==> config.mk <==
export PLATFORM = sky130hd
export DESIGN_NAME = uart_tx_arbiter
export DESIGN_NICKNAME = d
export VERILOG_FILES = /design/src/rtl/uart_tx_arbiter.sv
export SDC_FILE = /design/constraint.sdc
export NUM_CORES = 1
export LEC_CHECK = 0
export CAP_MARGIN = 10
export CELL_PAD_IN_SITES_DETAIL_PLACEMENT = 0
export CELL_PAD_IN_SITES_GLOBAL_PLACEMENT = 1
export CORE_ASPECT_RATIO = 0.5
export CORE_UTILIZATION = 35
export CTS_BUF_LIST = sky130_fd_sc_hd__clkbuf_16
export DETAILED_ROUTE_END_ITERATION = 10
export MAX_ROUTING_LAYER = met4
export PLACE_DENSITY = 0.87
export SETUP_SLACK_MARGIN = 0.1
export SLEW_MARGIN = 20
export SYNTH_ARGS = -nofsm -noshare
export SYNTH_HDL_FRONTEND = slang
export SYNTH_SLANG_ARGS = --single-unit
==> constraint.sdc <==
create_clock -name clk -period 4.6 [get_ports clk]
set_clock_uncertainty 0.1 [all_clocks]
set_input_delay 0.92 -clock clk [delete_from_list [all_inputs] [get_ports clk]]
set_output_delay 0.92 -clock clk [all_outputs]
set_load 0.05 [all_outputs]
==> src/rtl/uart_tx_arbiter.sv <==
// Round-robin arbiter that shares one UART transmitter among N_REQ byte streams,
// optionally holding the grant for a whole packet.
`timescale 1ns/1ps
module uart_tx_arbiter #(
    parameter int unsigned N_REQ       = 4,
    parameter int unsigned LOCK_PKT    = 1,
    parameter int unsigned ACK_TIMEOUT = 16
) (
    input  logic                     clk,
    input  logic                     rst_n,
    input  logic [N_REQ-1:0]         req_valid,
    input  logic [8*N_REQ-1:0]       req_data,
    input  logic [N_REQ-1:0]         req_last,
    output logic [N_REQ-1:0]         req_ready,
    output logic                     tx_start,
    output logic [7:0]               tx_data,
    input  logic                     tx_busy,
    output logic [$clog2(N_REQ)-1:0] grant_id,
    output logic                     locked,
    output logic                     ack_err
);

    localparam int unsigned ID_W  = $clog2(N_REQ);
    localparam int unsigned CNT_W = $clog2(ACK_TIMEOUT);

    typedef enum logic [1:0] {ARB, START, WAIT_ACK, WAIT_DONE} state_t;

    state_t            state, state_d;
    logic [ID_W-1:0]   rr_ptr, rr_ptr_d;
    logic [ID_W-1:0]   grant_d;
    logic [ID_W-1:0]   winner;
    logic [ID_W-1:0]   cand;
    logic              eligible;
    logic [7:0]        tx_data_d;
    logic              tx_start_d;
    logic              locked_d;
    logic              ack_err_d;
    logic              last_q, last_d;
    logic [CNT_W-1:0]  cnt, cnt_d;
    int unsigned       idx;

    // Winner selection: locked owner only, else first valid above rr_ptr with wrap.
    always_comb begin
        winner   = grant_id;
        eligible = 1'b0;
        idx      = 0;
        cand     = '0;
        if (locked) begin
            eligible = req_valid[grant_id];
        end else begin
            for (int unsigned k = N_REQ; k >= 1; k--) begin
                idx  = (32'(rr_ptr) + k) % N_REQ;
                cand = ID_W'(idx);
                if (req_valid[cand]) begin
                    winner   = cand;
                    eligible = 1'b1;
                end
            end
        end
    end

    // Next-state and next-output logic.
    always_comb begin
        state_d    = state;
        tx_start_d = 1'b0;
        tx_data_d  = tx_data;
        grant_d    = grant_id;
        rr_ptr_d   = rr_ptr;
        locked_d   = locked;
        ack_err_d  = 1'b0;
        cnt_d      = cnt;
        last_d     = last_q;
        req_ready  = '0;
        case (state)
            ARB: begin
                if (rst_n && !tx_busy && eligible) begin
                    req_ready[winner] = 1'b1;
                    tx_data_d  = req_data[{winner, 3'b000} +: 8];
                    grant_d    = winner;
                    rr_ptr_d   = winner;
                    last_d     = req_last[winner];
                    tx_start_d = 1'b1;
                    state_d    = START;
                end
            end
            START: begin
                cnt_d   = '0;
                state_d = WAIT_ACK;
            end
            WAIT_ACK: begin
                if (tx_busy) begin
                    state_d = WAIT_DONE;
                end else if (cnt == CNT_W'(ACK_TIMEOUT - 2)) begin
                    // Transmitter never acknowledged: drop the byte and release any lock.
                    ack_err_d = 1'b1;
                    locked_d  = 1'b0;
                    cnt_d     = cnt + 1'b1;
                    state_d   = ARB;
                end else begin
                    cnt_d = cnt + 1'b1;
                end
            end
            WAIT_DONE: begin
                if (!tx_busy) begin
                    locked_d = (LOCK_PKT != 0) && !last_q;
                    state_d  = ARB;
                end
            end
            default: state_d = ARB;
        endcase
    end

    // State and registered outputs.
    always_ff @(posedge clk or negedge rst_n) begin
        if (!rst_n) begin
            state    <= ARB;
            tx_start <= 1'b0;
            tx_data  <= '0;
            grant_id <= '0;
            rr_ptr   <= ID_W'(N_REQ - 1);
            locked   <= 1'b0;
            ack_err  <= 1'b0;
            cnt      <= '0;
            last_q   <= 1'b0;
        end else begin
            state    <= state_d;
            tx_start <= tx_start_d;
            tx_data  <= tx_data_d;
            grant_id <= grant_d;
            rr_ptr   <= rr_ptr_d;
            locked   <= locked_d;
            ack_err  <= ack_err_d;
            cnt      <= cnt_d;
            last_q   <= last_d;
        end
    end

endmodule

==> reports/results.ini <==
[synthesis]
synth.top_cell.area_share_pct=31.8
avgSynthCellArea_sq_um=9.89
ys_seq_elements=22
ys_seq_area_share_pct=35.2
yosysUniqueCellTypes=45
synth_top_area_cell=dfrtp_1
yosys_warnings=0
syn_inst=159
synth_common_cells=dfrtp_1, mux2i_1, nand2_1
synth_ff_type=dfrtp_1
synth_edf_count=0
syn_area_sq_mm=0.00157
synth_nets=204
synth_async_sr_flop_share_pct=100
yosysMostFrequentCell=dfrtp_1
ys_top_cells_by_area=dfrtp_1, mux2i_1, o221ai_2

[clock_tree]
cts_resized=0
hold_buffers=0
root_buffer=clkbuf_16
cts_tree=done
cts_max_level=1
clk_latency_ns=0.26
cts_sinks=22
clockBufferDepth=2
post_cts_buffers=0
path_clk_slew_ns=0.06
numCtsBuffers=3

[worst_setup_path]
critical_path.startpoint_type=primary input
cp-end-kind=output pin
r2r_start=rr_ptr[1]
crit_type=primary input to output pin
ff2ff_path_depth=6
path_max_fanout=10
r2r_end=tx_data[6]
crit_arrival_ns=2.99
r2r_setup_slack_ns=1.99
crit_required_ns=3.58

[placement]
dp_cells=265
dp_slack_ns=0.618
placed_area_sq_mm=0.00221
portBuffers=59
hpwlAfterDp_um=3130
routabilityCongestion=0.796

[job]
drv_cap=0

[pwr]
p_int_mw=0.754
total_leakage_power_nw=0.957
switchingPower_mw=0.677
switching_share_pct=47.3
seqPwrFrac_pct=27.1
p_total_mw=1.43
powerDensity_mw_per_mm2=626
ir_worst_vdd_uv=271
pwr-share-clk_pct=12.9
pwr-share-comb_pct=60.0

[grt]
grt_pass1_vias=1402
antenna_found_initial=0
grt-ovfl-total=0
track_usage_pct=18.0
grt_pass1_wl_um=6730
grt_max_degree=23

[floorplanning]
boundaryPins=60
core_area_sq_mm=0.00410
dieHeight_um=49.4
die_w_um=96.8
die_area_sq_mm=0.00478
initial_core_util_pct=38.3
rows=16

[timing]
max_freq_mhz=250
maxSlewHeadroom_pct=64.0
fin_crit_ns=4.01
final-hold-violation-count=0
finalSetupViolCount=0
min_period_over_period_pct=87.1
drv_slew=0
rsz0062_at_grt=false
tightestPinTransition_ns=0.540
whs_ns=0.347
setup-tns-final_ns=0
setup_ws_ns=0.594

[route]
via_count=1442
drt_first_pass_iters=4
ant_nets=0
drtIter0Drc=42
drcViolationCount=0
vias_per_cell=5.36
routed_wl_um=4020
avgRoutedWirePerCell_um=15.0

[final_layout]
drive_gt1_share_pct=12.6
design_area_sq_mm=0.00229
area_growth_syn_to_layout_pct=45.4
nets=261
layoutNonFillerInstCount=269
post-route-util_pct=55.7
n_antenna_cell=0

[min_path]
hp-class=flop to flop
min_to=locked
min_path_cells=1
holdCritStartpoint=last_q

[status]
status=finished, final reports clean

## routing by layer
layer | track usage [%] | wire, um | vias up
li1 | - | - | 710
met1 | 23.6 | 1910 | 719
met2 | 29.7 | 2020 | 11
met3 | 3.72 | 80 | 2
met4 | 2.24 | 14 | 0
met5 | - | 0 | -
## worst max-delay path, stage by stage
cell             delay [ns]
clkdlybuf4s50_1        0.55
mux4_1                 0.59
o21ai_2                0.37
inv_2                  0.16
and3_1                 0.25
buf_12                 0.15
## power by group through the flow
stage               sequential (mW)  clock, mW  combinational [mW]
global placement              0.384          0               0.857
CTS                           0.387      0.188               0.866
finish                        0.388      0.185               0.858
global route                  0.405      0.197               0.930
floorplan                     0.509          0               0.541
detailed placement            0.388          0               0.863
## worst max path at each step
stage / start / end / slack [ns] / cells past startpoint
2_1_floorplan: req_valid[3] / req_ready[2] / 0.38 / 8
3_3_place_gp: req_valid[3] / req_ready[2] / 0.60 / 8
3_5_place_dp: req_valid[3] / req_ready[2] / 0.62 / 8
4_1_cts: req_valid[1] / req_ready[1] / 0.59 / 6
5_1_grt: req_valid[1] / req_ready[0] / 0.43 / 6
6_report: req_valid[1] / req_ready[1] / 0.59 / 6
## area by class of cell
class | instances | area, sq um
clock inverters | 1 | 3.75
well taps | 54 | 67.6
fillers | 374 | 1820
clock buffers | 3 | 75.1
inverters | 17 | 65.1
repair buffers | 62 | 653
flip-flops and latches | 22 | 553
multi-input cells | 110 | 870
## state kept, by name, indices dropped and copies added (netlist names)
name,cells
tx_start,1
state,2
rr_ptr,2
cnt,4
last_q,1
grant_id,2
locked,1
ack_err,1
tx_data,8
## cell families after synthesis
logic type / count (synthesis) / share of synthesized area, %
AO/OA/AOI/OAI: 49 / 26.9
AND/OR/NAND/NOR: 40 / 12.9
buffers and inverters: 27 / 9.55
flip-flops: 22 / 35.2
multiplexers: 19 / 13.9
adder cells (fa/ha/maj): 2 / 1.59
## placed cells by master, fill, tap and decap left out, drive strengths merged, types with 3 or more instances in the layout
cell type,synthesis,routed
buf,7,7
clkdlybuf4s50,0,55
mux2i,17,17
nor3,5,5
a2bb2oi,5,5
clkbuf,3,3
a21oi,8,8
o22ai,5,5
nand2,17,17
o211ai,3,3
nor2,3,3
inv,15,16
nand2b,4,4
o221ai,12,12
dfrtp,20,20
o21ai,8,8
Note: power is estimated with default switching activity, not from simulation.
